**src/rtl/aoc_day1_pkg.sv**
```systemverilog
// Shared constants and state encoding for the rotation-line parser.
// The ASCII codes name the only characters the grammar cares about.
package aoc_day1_pkg;

  localparam int DEF_DATA_W = 32;

  localparam logic [7:0] CH_L  = 8'h4C;
  localparam logic [7:0] CH_R  = 8'h52;
  localparam logic [7:0] CH_LF = 8'h0A;
  localparam logic [7:0] CH_CR = 8'h0D;
  localparam logic [7:0] CH_SP = 8'h20;
  localparam logic [7:0] CH_0  = 8'h30;
  localparam logic [7:0] CH_9  = 8'h39;

  typedef enum logic [2:0] {
    ST_IDLE = 3'd0,
    ST_NUM  = 3'd1,
    ST_SKIP = 3'd2,
    ST_HOLD = 3'd3,
    ST_DONE = 3'd4
  } state_t;

endpackage

```
**src/rtl/dec_digit_acc.sv**
```systemverilog
// Combinational acc*10+digit with saturation to all-ones on overflow.
// Four extra bits hold the worst case (2^W-1)*10+9 < 16*2^W without wrap.
module dec_digit_acc #(
  parameter int DATA_W = 32
) (
  input  logic [DATA_W-1:0] acc_i,
  input  logic [3:0]        digit_i,
  output logic [DATA_W-1:0] acc_o,
  output logic              ovf_o
);

  logic [DATA_W+3:0] wide;

  always_comb begin
    wide  = ({4'b0000, acc_i} << 3) + ({4'b0000, acc_i} << 1)
          + {{DATA_W{1'b0}}, digit_i};
    ovf_o = |wide[DATA_W+3:DATA_W];
    acc_o = ovf_o ? {DATA_W{1'b1}} : wide[DATA_W-1:0];
  end

endmodule

```
**src/rtl/rotation_parser.sv**
```systemverilog
// Parses "R<digits>\n" / "L<digits>\n" lines into (dir, magnitude) records.
// Input:  in_valid/in_ready; output: out_valid/out_ready; a transfer happens only when both are high on a rising clk edge.
module rotation_parser
  import aoc_day1_pkg::*;
#(
  parameter int DATA_W = DEF_DATA_W,
  parameter int CNT_W  = 16
) (
  input  logic              clk,
  input  logic              rst,
  input  logic              in_valid,
  output logic              in_ready,
  input  logic [7:0]        in_data,
  input  logic              in_last,
  output logic              out_valid,
  input  logic              out_ready,
  output logic              out_dir_r,
  output logic [DATA_W-1:0] out_data,
  output logic [CNT_W-1:0]  rec_count,
  output logic              err,
  output logic              ovf,
  output logic              done,
  output logic [2:0]        state_dbg
);

  state_t            state_q, state_d;
  logic              dir_q, ndig_q, last_seen_q;
  logic [DATA_W-1:0] acc_q, acc_d;
  logic              acc_ovf;
  logic              in_ready_q, out_valid_q, out_dir_r_q, err_q, ovf_q, done_q;
  logic [DATA_W-1:0] out_data_q;
  logic [CNT_W-1:0]  rec_count_q;
  logic              in_fire, out_fire, is_digit, is_dir, is_ws, err_d;

  dec_digit_acc #(.DATA_W(DATA_W)) u_acc (
    .acc_i   (acc_q),
    .digit_i (in_data[3:0]),
    .acc_o   (acc_d),
    .ovf_o   (acc_ovf)
  );

  assign in_fire  = in_valid && in_ready_q;
  assign out_fire = out_valid_q && out_ready;
  assign is_digit = (in_data >= CH_0) && (in_data <= CH_9);
  assign is_dir   = (in_data == CH_R) || (in_data == CH_L);
  assign is_ws    = (in_data == CH_LF) || (in_data == CH_CR) || (in_data == CH_SP);

  always_comb begin
    state_d = state_q;
    err_d   = 1'b0;
    case (state_q)
      ST_IDLE: if (in_fire) begin
        if (is_dir)     state_d = ST_NUM;
        else if (is_ws) state_d = ST_IDLE;
        else begin
          state_d = ST_SKIP;
          err_d   = 1'b1;
        end
        if (in_last) state_d = ST_DONE;
      end
      ST_NUM: if (in_fire) begin
        if (is_digit) begin
          state_d = in_last ? ST_HOLD : ST_NUM;
        end else if (in_data == CH_CR) begin
          // A trailing CR on the final byte still closes a line with digits.
          state_d = !in_last ? ST_NUM : (ndig_q ? ST_HOLD : ST_DONE);
          err_d   = in_last && !ndig_q;
        end else if (in_data == CH_LF) begin
          state_d = ndig_q ? ST_HOLD : (in_last ? ST_DONE : ST_IDLE);
          err_d   = !ndig_q;
        end else begin
          state_d = in_last ? ST_DONE : ST_SKIP;
          err_d   = 1'b1;
        end
      end
      ST_SKIP: if (in_fire) begin
        if (in_last)              state_d = ST_DONE;
        else if (in_data == CH_LF) state_d = ST_IDLE;
      end
      ST_HOLD: if (out_fire) state_d = last_seen_q ? ST_DONE : ST_IDLE;
      ST_DONE: state_d = ST_DONE;
      default: state_d = ST_IDLE;
    endcase
  end

  always_ff @(posedge clk or negedge rst) begin
    if (!rst) begin
      state_q     <= ST_IDLE;
      dir_q       <= 1'b0;
      ndig_q      <= 1'b0;
      last_seen_q <= 1'b0;
      acc_q       <= '0;
      in_ready_q  <= 1'b1;
      out_valid_q <= 1'b0;
      out_dir_r_q <= 1'b0;
      out_data_q  <= '0;
      rec_count_q <= '0;
      err_q       <= 1'b0;
      ovf_q       <= 1'b0;
      done_q      <= 1'b0;
    end else begin
      state_q     <= state_d;
      in_ready_q  <= (state_d == ST_IDLE) || (state_d == ST_NUM) || (state_d == ST_SKIP);
      out_valid_q <= (state_d == ST_HOLD);
      done_q      <= (state_d == ST_DONE);
      if (err_d) err_q <= 1'b1;
      if (in_fire && in_last) last_seen_q <= 1'b1;
      if (state_q == ST_IDLE && in_fire && is_dir) begin
        dir_q  <= (in_data == CH_R);
        acc_q  <= '0;
        ndig_q <= 1'b0;
      end
      if (state_q == ST_NUM && in_fire && is_digit) begin
        acc_q  <= acc_d;
        ndig_q <= 1'b1;
        if (acc_ovf) ovf_q <= 1'b1;
      end
      // The record is frozen on HOLD entry so it stays stable while stalled.
      if (state_q == ST_NUM && state_d == ST_HOLD) begin
        out_dir_r_q <= dir_q;
        out_data_q  <= is_digit ? acc_d : acc_q;
      end
      if (out_fire) rec_count_q <= rec_count_q + CNT_W'(1);
    end
  end

  assign in_ready  = in_ready_q;
  assign out_valid = out_valid_q;
  assign out_dir_r = out_dir_r_q;
  assign out_data  = out_data_q;
  assign rec_count = rec_count_q;
  assign err       = err_q;
  assign ovf       = ovf_q;
  assign done      = done_q;
  assign state_dbg = state_q;

endmodule

```
**config.mk**
```make
export PLATFORM = sky130hd
export DESIGN_NAME = rotation_parser
export DESIGN_NICKNAME = d
export VERILOG_FILES = /design/src/rtl/aoc_day1_pkg.sv /design/src/rtl/dec_digit_acc.sv /design/src/rtl/rotation_parser.sv
export SDC_FILE = /design/constraint.sdc
export NUM_CORES = 1
export LEC_CHECK = 0
export ABC_CLOCK_PERIOD_IN_PS = 4310
export BUFFER_PORTS_ARGS = -buffer_cell sky130_fd_sc_hd__buf_2
export CAP_MARGIN = 20
export CORE_ASPECT_RATIO = 0.9
export CORE_MARGIN = 2
export CORE_UTILIZATION = 29
export DETAILED_ROUTE_END_ITERATION = 10
export GPL_TIMING_DRIVEN = 1
export SLEW_MARGIN = 10
export SYNTH_ARGS = -nofsm -noshare
export SYNTH_HDL_FRONTEND = slang
export SYNTH_SLANG_ARGS = --single-unit
```
**constraint.sdc**
```tcl
create_clock -name clk -period 4.31 [get_ports clk]
set_clock_uncertainty 0.05 [all_clocks]
set_input_delay 0.862 -clock clk [delete_from_list [all_inputs] [get_ports clk]]
set_output_delay 0.862 -clock clk [all_outputs]
set_load 0.01 [all_outputs]
```
==> results of run 1 <==
-- cell type report --
cell class,count,area [um2]
Timing Repair Buffer,89,523
Clock inverter,6,71.3
Clock buffer,10,239
Multi-Input combinational cell,627,4060
Sequential cell,92,2300
Fill cell,2341,14800
Tap cell,297,372
Inverter,20,75.1
-- synthesized netlist by cell type (4+ instances only) --
cell,n
xnor2_1,26
ha_1,64
nor2b_1,4
o21ai_1,65
clkbuf_1,28
xor2_1,15
buf_2,13
a211oi_1,6
nand2b_1,6
nor3_1,13
nor4_1,33
nand4_1,14
o211ai_1,11
a21o_1,6
inv_1,20
nand3_1,13
a21oi_1,99
a2111oi_0,4
nand2_1,86
nor2_1,52
dfrtp_1,91
a31oi_1,11
or3_1,5
o21ai_0,29
a221oi_1,4
-- sequential cells by signal, indices dropped and copies added, names as in the netlist, 3 cells and up --
name	count
acc_q	32
rec_count	16
out_data	32
state_dbg	3
-- cells by family (layout without fill, tap and decap cells) --
logic type	count (synthesis)	in the layout	synth area share
XOR/XNOR	42	42	0.0567
flip-flops	92	92	0.348
AND/OR/NAND/NOR	250	250	0.187
adder cells (fa/ha/maj)	66	66	0.127
buffers and inverters	64	125	0.0422
AO/OA/AOI/OAI	269	269	0.239
-- per-layer routing --
metal | global-route usage | wire, um | vias to the layer above
li1 | - | - | 3022
met1 | 0.218 | 9200 | 2854
met2 | 0.226 | 7640 | 167
met3 | 0.0330 | 907 | 23
met4 | 0.0403 | 234 | 0
met5 | 0 | 0 | -
-- per-stage QoR --
| step | hold slack [ns] | cell area (um2) | power [uW] | setup slack (ns) |
|---|---|---|---|---|
| floorplan | 0.385 | 6620 | 2070 | 0.532 |
| global placement | 0.402 | 7310 | 2470 | 0.170 |
| detailed placement | 0.406 | 7310 | 2470 | 0.0971 |
| CTS | 0.425 | 7620 | 3330 | 0.469 |
| global route | 0.445 | 7640 | 3540 | 0.222 |
| finish | 0.422 | 7640 | 3320 | 0.458 |
-- final timing paths --
check	cells past startpoint	slack [ns]	end	startpoint
setup / recovery	13	0.46	acc_q[20]$_DFFE_PN0P_	in_data[3]
hold / removal	1	0.42	rec_count[15]$_DFFE_PN0P_	rec_count[15]$_DFFE_PN0P_
setup reg to reg	12	0.71	acc_q[20]$_DFFE_PN0P_	acc_q[0]$_DFFE_PN0P_
hold reg to reg	1	0.42	rec_count[15]$_DFFE_PN0P_	rec_count[15]$_DFFE_PN0P_
max in group asynchronous	2	3.14	acc_q[5]$_DFFE_PN0P_	rst
min in group asynchronous	1	0.43	rec_count[14]$_DFFE_PN0P_	rst
-- where the power goes --
group          switching (uW)  leakage [uW]  internal (uW)  total, uW
clock network             368      0.000151            472        840
registers                 172       0.00126           1010       1180
logic                     806       0.00220            492       1300
==> metrics.log, run 1 <==
INFO  metric synth.largest_area_cell = dfrtp_1
INFO  metric postCtsResizedCells = 0
INFO  metric dieHeight = 147 um
INFO  metric path_cells = buf_2, fa_1, inv_1, fa_1, nand2b_1, a21oi_1, o21ai_0, a211oi_1, o21a_1, o211ai_1, nor3_4, buf_4, a31oi_1
INFO  metric clk_sinks = 92
INFO  metric yosysWarningCount = 0
INFO  metric grt_start_max_net_pins = 79
INFO  metric cp_slowest_cell = fa_1
INFO  metric drtIter0Drc = 409
INFO  metric rsz0062_at_grt = false
INFO  metric cts_tree = yes
INFO  metric path_common_cell = fa_1
INFO  metric cts_hold_buf = 0
INFO  metric synth_flop_cell = dfrtp_1
INFO  metric min_period_over_period = 0.894
INFO  metric layout.nets = 918
INFO  metric post_cts_setup_buffer_count = 0
INFO  metric cp-end-kind = register
INFO  metric global_route_wire_length_before_repair = slightly below 30000 um
INFO  metric avgViaCountPerCell = 5.32
INFO  metric cts-root-buf = clkbuf_16
INFO  metric post_synth_instance_area = ~6600 um2
INFO  metric critPathArrivalTime = 4.01 ns
INFO  metric critical_path_class = primary input to register
INFO  metric yosys_top_cell_area_share = 0.344
INFO  metric p_leak = ~0.0036 uW
INFO  metric hold_viol_final = 0
INFO  metric power_density = between 400 and 500 nW/um2
INFO  metric cts.htree.levels = 3
INFO  metric post_synth_main_area_contributors = dfrtp_1 34%, ha_1 12%, a21oi_1 7.5%, o21ai_1 4.9%, nand2_1 4.9%
INFO  metric critPathLaunchType = primary input
INFO  metric placement_rows = 52
INFO  metric synthesized_area_per_cell = between 8 and 9 um2
INFO  metric cpLargestDelayFamily = compound AO/OA/AOI/OAI gates
INFO  metric tns = 0 ns
INFO  metric place.port_buffers = 69
INFO  metric cp_max_fo = 15
INFO  metric worstSkewPairLatency = 0.35 ns
INFO  metric global_route.overflow_total = 0
INFO  metric synth_cells = 783
INFO  metric final_max_slew_viol_count = 0
INFO  metric achievable-frequency = 260 MHz
INFO  metric setup_violations = 0
INFO  metric finalCoreUtilization = 0.340
INFO  metric grt_pass1_vias = 5954
INFO  metric path_clk_slew = 0.07 ns
INFO  metric crit_required = 4.47 ns
INFO  metric min_path_type = register to register
INFO  metric drt_drc_violations_left = 0
INFO  metric area_growth = 15.5%
INFO  metric numCtsBuffers = 9
INFO  metric post-dp-hpwl = 13100 um
INFO  metric status = finished clean
INFO  metric register_area_share_after_synthesis = 0.348
INFO  metric design.portCount = 70
INFO  metric antennaDiodeCount = 0
INFO  metric postRouteAntennaNets = 0
INFO  metric globalplace.congestion = about 0.85
INFO  metric fp.dieArea = 24000 um2
INFO  metric postSynthNetCount = 862
INFO  metric final_cell_mix = 99 x a21oi_1, 91 x dfrtp_1, 86 x nand2_1
INFO  metric ctsLongestPathBuffers = 2
INFO  metric pin_slew_with_the_least_headroom_to_its_limit = approximately 0.66 ns
INFO  metric critical-path-max-stage-delay = 0.57 ns
INFO  metric drt-wirelength-per-cell = 15.8 um
INFO  metric maxCapViolCount = 0
INFO  metric final_layout_size_suffix_gt1_frac = 0.139
INFO  metric synth_async_sr_flop_share = 1.00
INFO  metric ys_seq_elements = 92
INFO  metric final-instance-count-excl-fill = 1141
INFO  metric min_period = between 3 and 4 ns
INFO  metric synth-edff-count = 0
INFO  metric start_util = 0.295
INFO  metric routed_wirelength = around 18000 um
INFO  metric core_region_area = around 22000 um2
INFO  metric dr_total_vias = roughly 6000
INFO  metric slew_hr = 0.549
INFO  metric globalRouteTotalUtil = 0.151
INFO  metric cp.buffers_inverters = 3
INFO  metric 1st_pass_router_iterations = 5
INFO  metric number_of_antenna_violations_at_the_first_check_in_global_routing = 0
INFO  metric die_w = between 150 and 200 um
INFO  metric synth_cell_type_count = 62
INFO  metric dpl.cell_count = about 1100
INFO  metric layout_commonest_cell = a21oi_1
INFO  metric ir_drop = 0.222 mV
(Power assumes the default switching activity.)
==> run 2: changes to the inputs <==
- CELL_PAD_IN_SITES_DETAIL_PLACEMENT: default -> 0
- CELL_PAD_IN_SITES_GLOBAL_PLACEMENT: default -> 1
- PLACE_DENSITY_LB_ADDON: default -> 0.1
- SLEW_MARGIN: 10 -> 0
- SYNTH_HIERARCHICAL: default -> 1
==> run 2 against run 1 <==
Compared with the run above: total power fell by 45%; clock-buffer cell count did not move; fmax down 3.9%; critical path depth up 3; flip-flop and latch count unchanged; setup slack got worse by 0.16 ns; routed wire length decreased by 5.2%; synthesized cell count decreased by 12%; critical path type unchanged; via count down 14%; synthesized area fell by 6.3%; sequential share of layout area up 1.9 points.
==> metrics.log, run 2 <==
INFO  metric yosys_top_cell_area_share = 0.367 (was 0.344)
INFO  metric setup_crit_start = in_data[3] (unchanged)
INFO  metric register_area_share_after_synthesis = 0.372 (was 0.348)
INFO  metric cp_max_fo = 24 (was 15)
INFO  metric cts_tree = yes (unchanged)
INFO  metric yosys-top-cells-count = 125 x nand2_1, 91 x dfrtp_1, 64 x ha_1, 58 x nor2_1 (was 99 x a21oi_1, 91 x dfrtp_1, 86 x nand2_1, 65 x o21ai_1, 64 x ha_1)
INFO  metric cts_hold_buf = 0 (unchanged)
INFO  metric drt_drc_violations_left = 0 (unchanged)
INFO  metric core_region_area = 20900 um2 (was 22400 um2)
INFO  metric global_route_wire_length_before_repair = 28200 um (was 29800 um)
INFO  metric cp_slowest_cell = fa_1 (unchanged)
INFO  metric antennaDiodeCount = 0 (unchanged)
INFO  metric start_util = 0.297 (was 0.295)
INFO  metric path_cells = buf_2, inv_1, fa_1, fa_1, nand2b_1, a21oi_1, o21ai_0, o2111ai_1, a21oi_1, nor2_1, mux2_2, a21boi_4, buf_12, nand2_1, nand2_1, a31oi_1 (was buf_2, fa_1, inv_1, fa_1, nand2b_1, a21oi_1, o21ai_0, a211oi_1, o21a_1, o211ai_1, nor3_4, buf_4, a31oi_1)
INFO  metric post-dp-hpwl = 12500 um (was 13100 um)
INFO  metric yosysWarningCount = 6 (was 0)
INFO  metric fp.dieArea = 22600 um2 (was 24000 um2)
INFO  metric place.port_buffers = 69 (unchanged)
INFO  metric post_synth_instance_area = 6200 um2 (was 6620 um2)
INFO  metric final-instance-count-excl-fill = 1043 (was 1141)
INFO  metric numCtsBuffers = 9 (unchanged)
INFO  metric clk_sinks = 92 (unchanged)
INFO  metric sequentialPowerShare = 0.495 (was 0.356)
INFO  metric drtIter0Drc = 197 (was 409)
INFO  metric synth_cell_type_count = 67 (was 62)
INFO  metric 1st_pass_router_iterations = 5 (unchanged)
INFO  metric achievable-frequency = 250 MHz (was 260 MHz)
INFO  metric power_density = 256 nW/um2 (was 434 nW/um2)
INFO  metric critPathArrivalTime = 4.22 ns (was 4.01 ns)
INFO  metric cts.htree.levels = 3 (unchanged)
INFO  metric rsz0062_at_grt = false (unchanged)
INFO  metric critical-path-max-stage-delay = 0.50 ns (was 0.57 ns)
INFO  metric crit_required = 4.52 ns (was 4.47 ns)
INFO  metric area_growth = 15.9% (was 15.5%)
INFO  metric most_numerous_cell_in_the_yosys_netlist = nand2_1 (was a21oi_1)
INFO  metric synthesized_area_per_cell = 9.04 um2 (was 8.45 um2)
INFO  metric synth-edff-count = 0 (unchanged)
INFO  metric power_report.internal_total = 1340 uW (was 1970 uW)
INFO  metric maxCapViolCount = 0 (unchanged)
INFO  metric design.portCount = 70 (unchanged)
INFO  metric post_synth_main_area_contributors = dfrtp_1 37%, ha_1 13%, nand2_1 7.6%, a22o_1 4.5%, xnor2_1 3.7% (was dfrtp_1 34%, ha_1 12%, a21oi_1 7.5%, o21ai_1 4.9%, nand2_1 4.9%)
INFO  metric die_w = 158 um (was 163 um)
INFO  metric setup_violations = 0 (unchanged)
INFO  metric number_of_antenna_violations_at_the_first_check_in_global_routing = 0 (unchanged)
INFO  metric synth.largest_area_cell = dfrtp_1 (unchanged)
INFO  metric synth_flop_cell = dfrtp_1 (unchanged)
INFO  metric slew_hr = 0.534 (was 0.549)
INFO  metric power.switching = 495 uW (was 1350 uW)
INFO  metric min_period = 4.01 ns (was 3.85 ns)
INFO  metric cp-end-kind = register (unchanged)
INFO  metric avgViaCountPerCell = 4.98 (was 5.32)
INFO  metric drt-wirelength-per-cell = 16.3 um (was 15.8 um)
INFO  metric layout_commonest_cell = nand2_1 (was a21oi_1)
INFO  metric critPathLaunchType = primary input (unchanged)
INFO  metric dr_total_vias = 5195 (was 6066)
INFO  metric status = finished clean (unchanged)
INFO  metric layout.filler_cells = 2208 (was 2341)
INFO  metric min_period_over_period = 0.930 (was 0.894)
INFO  metric grt_start_max_net_pins = 42 (was 79)
INFO  metric pin_slew_with_the_least_headroom_to_its_limit = 0.699 ns (was 0.659 ns)
INFO  metric dpl.cell_count = 1027 (was 1124)
INFO  metric ys_seq_elements = 92 (unchanged)
INFO  metric hold_viol_final = 0 (unchanged)
INFO  metric layout.nets = 831 (was 918)
INFO  metric worstSkewPairLatency = 0.35 ns (about the same)
INFO  metric final_max_slew_viol_count = 0 (unchanged)
INFO  metric synth_async_sr_flop_share = 1.00 (unchanged)
INFO  metric finalCoreUtilization = 0.344 (was 0.340)
INFO  metric post_cts_setup_buffer_count = 0 (unchanged)
INFO  metric ir_drop = 0.209 mV (was 0.222 mV)
INFO  metric synth_cells = 686 (was 783)
INFO  metric globalplace.congestion = 0.808 (was 0.846)
INFO  metric min_path_type = register to register (unchanged)
INFO  metric postRouteAntennaNets = 0 (unchanged)
INFO  metric part_of_the_total_power_dissipated_in_combinational_logic = 0.081 (was 0.391)
INFO  metric ctsLongestPathBuffers = 2 (unchanged)
INFO  metric routed_wirelength = 17000 um (was 18000 um)
INFO  metric power.clock.fraction = 0.424 (was 0.253)
INFO  metric r2r-start = acc_q[0]$_DFFE_PN0P_ (unchanged)
INFO  metric grt_pass1_vias = 5207 (was 5954)
INFO  metric globalRouteTotalUtil = 0.159 (was 0.151)
INFO  metric tns = 0 ns (unchanged)
INFO  metric p_leak = 0.00373 uW (was 0.00360 uW)
INFO  metric final_cell_mix = 125 x nand2_1, 91 x dfrtp_1, 68 x buf_2 (was 99 x a21oi_1, 91 x dfrtp_1, 86 x nand2_1)
INFO  metric dieHeight = 143 um (was 147 um)
INFO  metric cts-root-buf = clkbuf_16 (unchanged)
INFO  metric path_clk_slew = 0.07 ns (about the same)
INFO  metric global_route.overflow_total = 0 (unchanged)
INFO  metric min-delay-start = ovf$_DFFE_PN0P_ (was rec_count[15]$_DFFE_PN0P_)
INFO  metric placement_rows = 50 (was 52)
INFO  metric sw_frac_of_total = 0.270 (was 0.405)
INFO  metric final_layout_size_suffix_gt1_frac = 0.157 (was 0.139)
INFO  metric postCtsResizedCells = 0 (unchanged)
INFO  metric postSynthNetCount = 765 (was 862)
INFO  metric critical_path_class = primary input to register (unchanged)
[run 2: cell count changes after synthesis, sizes merged, moves of 10 or more]
| cell | delta |
|---|---|
| clkbuf | -10 |
| nand2 | +39 |
| nor4 | -31 |
| a22o | +32 |
| a21oi | -62 |
| o21ai | -76 |
| a21o | +14 |
| a31oi | +24 |
[run 2: power groups by stage]
stage	logic [uW]	clock network [uW]	registers [uW]
global route	169	845	914
floorplan	70.5	0	929
detailed placement	150	0	925
global placement	152	0	925
CTS	151	817	907
finish	149	778	908
[run 2: cell type report]
cell class | count | area [um2] | share of cell area
Multi-Input combinational cell | 548 | 3710 | 0.516
Clock buffer | 10 | 229 | 0.0319
Tap cell | 286 | 358 | 0.0498
Inverter | 16 | 60.1 | 0.00836
Timing Repair Buffer | 85 | 480 | 0.0669
Sequential cell | 92 | 2300 | 0.321
Clock inverter | 6 | 47.5 | 0.00662
[run 2: per-stage QoR]
stage | hold WS (ns) | setup WS, ns | total power, uW | instance area [um2]
after global placement | 0.387 | -0.0529 | 1080 | 6910
final | 0.416 | 0.303 | 1840 | 7180
after floorplan | 0.385 | 0.371 | 999 | 6200
after global routing | 0.445 | 0.0219 | 1930 | 7180
after CTS | 0.420 | 0.276 | 1870 | 7180
after detailed placement | 0.403 | -0.0645 | 1080 | 6910
[run 2: path summary, 6_finish.rpt]
path | to | slack, ns | cells past startpoint
max | out_data[17]$_DFFE_PN0P_ | 0.30 | 16
min | ovf$_DFFE_PN0P_ | 0.42 | 1
max reg2reg | out_data[17]$_DFFE_PN0P_ | 0.43 | 15
min reg2reg | ovf$_DFFE_PN0P_ | 0.42 | 1
max in group asynchronous | in_ready$_DFF_PN1_ | 2.92 | 2
min in group asynchronous | out_data[6]$_DFFE_PN0P_ | 0.45 | 1
[run 2: cells by family (layout without fill, tap and decap cells)]
family | Yosys count | after routing | synth area share
AND/OR/NAND/NOR | 257 | 257 | 0.191
XOR/XNOR | 43 | 43 | 0.0607
buffers and inverters | 46 | 117 | 0.0333
flip-flops | 92 | 92 | 0.372
multiplexers | 4 | 4 | 0.00726
adder cells (fa/ha/maj) | 66 | 66 | 0.136
AO/OA/AOI/OAI | 178 | 178 | 0.201
[run 2: layer usage]
| metal | wire length, um | vias to the layer above | global-route usage |
|---|---|---|---|
| met5 | 0 | - | 0 |
| met4 | 162 | 0 | 0.0346 |
| met3 | 620 | 9 | 0.0291 |
| met2 | 7410 | 85 | 0.248 |
| met1 | 8850 | 2485 | 0.229 |
| li1 | - | 2616 | - |
[run 2: worst max-delay path, delay by kind of cell]
| kind | cells | cell delay [ns] |
|---|---|---|
| AOI/OAI and AO/OA | 6 | 1.28 |
| adders and majority gates | 2 | 0.96 |
| buffers and inverters | 3 | 0.32 |
| muxes | 1 | 0.34 |
| and+or+nand+nor | 4 | 0.46 |
==> run 3: changes to the inputs <==
--- a/config.mk
+++ b/config.mk
@@ -6,5 +6,4 @@
 export NUM_CORES = 1
 export LEC_CHECK = 0
-export ABC_CLOCK_PERIOD_IN_PS = 4310
 export BUFFER_PORTS_ARGS = -buffer_cell sky130_fd_sc_hd__buf_2
 export CAP_MARGIN = 20
==> constraint.sdc (replaced) <==
create_clock -name clk -period 4.31 [get_ports clk]
set_clock_uncertainty 0.05 [all_clocks]
set_input_delay 0.6465 -clock clk [delete_from_list [all_inputs] [get_ports clk]]
set_output_delay 0.6465 -clock clk [all_outputs]
set_load 0.01 [all_outputs]
==> run 3 against run 2 <==
Compared with the run above: cell count down 0.48%; sequential power about the same; critical path depth down 1; combinational power about the same; setup slack better by 0.24 ns; global-route usage down 0.22 points; via count up 0.44%; non-clock buffer count down 5; critical path type is now register to register; largest power group unchanged.
==> metrics.log, run 3 (same netlist as run 2, synthesis figures left out) <==
INFO  metric antennaDiodeCount = 0 (unchanged)
INFO  metric min_path_type = primary input to asynchronous set/reset pin (was register to register)
INFO  metric post-dp-hpwl = 12300 um (was 12500 um)
INFO  metric core_region_area = 20900 um2 (unchanged)
INFO  metric grt_pass1_vias = 5224 (was 5207)
INFO  metric min_period_over_period = 0.875 (was 0.930)
INFO  metric placement_rows = 50 (unchanged)
INFO  metric dpl.cell_count = 1022 (was 1027)
INFO  metric layout_commonest_cell = nand2_1 (unchanged)
INFO  metric final-instance-count-excl-fill = 1038 (was 1043)
INFO  metric power.switching = 522 uW (was 495 uW)
INFO  metric slew_hr = 0.379 (was 0.534)
INFO  metric dr.max_layer_used = met4 (unchanged)
INFO  metric sequentialPowerShare = 0.470 (was 0.495)
INFO  metric 1st_pass_router_iterations = 4 (was 5)
INFO  metric area_growth = 16.1% (was 15.9%)
INFO  metric final_cell_mix = 125 x nand2_1, 91 x dfrtp_1, 68 x buf_2 (unchanged)
INFO  metric cp_slowest_cell = fa_1 (unchanged)
INFO  metric ctsLongestPathBuffers = 2 (unchanged)
INFO  metric part_of_the_total_power_dissipated_in_combinational_logic = 0.076 (was 0.081)
INFO  metric power_density = 268 nW/um2 (was 256 nW/um2)
INFO  metric hold_viol_final = 0 (unchanged)
INFO  metric p_leak = 0.00373 uW (about the same)
INFO  metric cp.buffers_inverters = 2 (was 3)
INFO  metric drt_drc_violations_left = 0 (unchanged)
INFO  metric maxCapViolCount = 0 (unchanged)
INFO  metric drtIter0Drc = 313 (was 197)
INFO  metric cts.htree.levels = 3 (unchanged)
INFO  metric globalplace.congestion = 0.764 (was 0.808)
INFO  metric postRouteAntennaNets = 0 (unchanged)
INFO  metric path_cells = inv_1, fa_1, fa_1, nand2b_1, a21oi_1, o21ai_0, o2111ai_1, a21oi_1, nor2_1, mux2_2, a21boi_4, buf_12, nand2_1, nand2_1, a31oi_1 (was buf_2, inv_1, fa_1, fa_1, nand2b_1, a21oi_1, o21ai_0, o2111ai_1, a21oi_1, nor2_1, mux2_2, a21boi_4, buf_12, nand2_1, nand2_1, a31oi_1)
INFO  metric cp-end-kind = register (unchanged)
INFO  metric achievable-frequency = 265 MHz (was 250 MHz)
INFO  metric dr_total_vias = 5218 (was 5195)
INFO  metric final_layout_size_suffix_gt1_frac = 0.153 (was 0.157)
INFO  metric setup_violations = 0 (unchanged)
INFO  metric cts_hold_buf = 0 (unchanged)
INFO  metric min_period = 3.77 ns (was 4.01 ns)
INFO  metric start_util = 0.297 (unchanged)
INFO  metric critPathLaunchType = register (was primary input)
INFO  metric clk_sinks = 92 (unchanged)
INFO  metric globalRouteTotalUtil = 0.157 (was 0.159)
INFO  metric grt_start_max_net_pins = 64 (was 42)
INFO  metric cts_tree = yes (unchanged)
INFO  metric avgViaCountPerCell = 5.03 (was 4.98)
INFO  metric die_w = 158 um (unchanged)
INFO  metric multiInputGateArea = 3710 um2 (about the same)
INFO  metric rsz0062_at_grt = false (unchanged)
INFO  metric layout.nets = 826 (was 831)
INFO  metric post_cts_setup_buffer_count = 0 (unchanged)
INFO  metric holdWs = 0.306 ns (was 0.416 ns)
INFO  metric p_total = 1930 uW (was 1840 uW)
INFO  metric pin_slew_with_the_least_headroom_to_its_limit = 0.930 ns (was 0.699 ns)
INFO  metric reg2reg_slack = 0.54 ns (was 0.43 ns)
INFO  metric drt-wirelength-per-cell = 16.3 um (about the same)
INFO  metric ir_drop = 0.200 mV (was 0.209 mV)
INFO  metric path_clk_slew = 0.08 ns (was 0.07 ns)
INFO  metric routed_wirelength = 16900 um (was 17000 um)
INFO  metric global_route.overflow_total = 0 (unchanged)
INFO  metric power.clock.fraction = 0.454 (was 0.424)
INFO  metric critPathArrivalTime = 4.00 ns (was 4.22 ns)
INFO  metric number_of_antenna_violations_at_the_first_check_in_global_routing = 0 (unchanged)
INFO  metric power_report.internal_total = 1410 uW (was 1340 uW)
INFO  metric layout.filler_cells = 2204 (was 2208)
INFO  metric place.port_buffers = 69 (unchanged)
INFO  metric r2r_cells = 15 (unchanged)
INFO  metric final_max_slew_viol_count = 0 (unchanged)
INFO  metric cp_max_fo = 20 (was 24)
INFO  metric tns = 0 ns (unchanged)
INFO  metric cpLargestDelayFamily = compound AO/OA/AOI/OAI gates (unchanged)
INFO  metric final-seq-area = 2300 um2 (unchanged)
INFO  metric critical_path_class = register to register (was primary input to register)
INFO  metric met3_length = 564 um (was 620 um)
INFO  metric numCtsBuffers = 9 (unchanged)
INFO  metric design.portCount = 70 (unchanged)
INFO  metric dieHeight = 143 um (unchanged)
INFO  metric postCtsResizedCells = 0 (unchanged)
INFO  metric sw_frac_of_total = 0.271 (was 0.270)
INFO  metric cts-root-buf = clkbuf_16 (unchanged)
INFO  metric status = finished clean (unchanged)
INFO  metric met1_length = 8700 um (was 8850 um)
INFO  metric wl_met2 = 7460 um (was 7410 um)
INFO  metric worstSkewPairLatency = 0.36 ns (was 0.35 ns)
INFO  metric r2r-start = acc_q[0]$_DFFE_PN0P_ (unchanged)
INFO  metric critical-path-max-stage-delay = 0.53 ns (was 0.50 ns)
INFO  metric crit_required = 4.54 ns (was 4.52 ns)
INFO  metric worstReg2RegEnd = out_data[16]$_DFFE_PN0P_ (was out_data[17]$_DFFE_PN0P_)
INFO  metric fp.dieArea = 22600 um2 (unchanged)
INFO  metric global_route_wire_length_before_repair = 28100 um (was 28200 um)
[run 3: changes by cell type in the layout (fill, tap and decap cells not counted), sizes merged]
cell / change
buf: -5
clkbuf: -1
bufinv: +1
inv: +3
clkinv: -3
[run 3: how the worst max path moves through the flow]
stage                         start                  endpoint  slack [ns]  cells after the start
5_1_grt        acc_q[0]$_DFFE_PN0P_  out_data[22]$_DFFE_PN0P_        0.12                     15
4_1_cts        acc_q[0]$_DFFE_PN0P_  out_data[16]$_DFFE_PN0P_        0.48                     15
3_5_place_dp             in_data[3]  out_data[16]$_DFFE_PN0P_        0.14                     16
6_report       acc_q[0]$_DFFE_PN0P_  out_data[16]$_DFFE_PN0P_        0.54                     15
3_3_place_gp             in_data[3]  out_data[25]$_DFFE_PN0P_        0.22                     16
2_1_floorplan            in_data[3]     acc_q[24]$_DFFE_PN0P_        0.59                     16
[run 3: layout make-up]
cell class / instances / area share
multi-input cells: 548 / 0.515
repair buffers: 80 / 0.0633
inverters: 16 / 0.00834
clock buffers: 9 / 0.0313
flip-flops and latches: 92 / 0.320
clock inverters: 7 / 0.0120
well taps: 286 / 0.0497
[run 3: power by group through the flow]
stage | Combinational (uW) | Sequential, uW | Clock (uW)
global route | 166 | 914 | 932
global placement | 148 | 925 | 0
detailed placement | 148 | 925 | 0
CTS | 149 | 908 | 904
floorplan | 70.5 | 929 | 0
finish | 146 | 907 | 875
[run 3: through the flow]
stage / instance area, um2 / setup WS, ns / utilization
floorplan: 6200 / 0.586 / -
global placement: 6890 / 0.217 / 0.330
detailed placement: 6890 / 0.139 / 0.330
CTS: 7200 / 0.483 / 0.345
global route: 7200 / 0.122 / 0.345
finish: 7200 / 0.540 / 0.345
[run 3: metal layers]
metal | vias to the layer above | global-route usage
met3 | 8 | 0.0282
met5 | - | 0
li1 | 2599 | -
met4 | 0 | 0.0375
met1 | 2536 | 0.226
met2 | 75 | 0.243
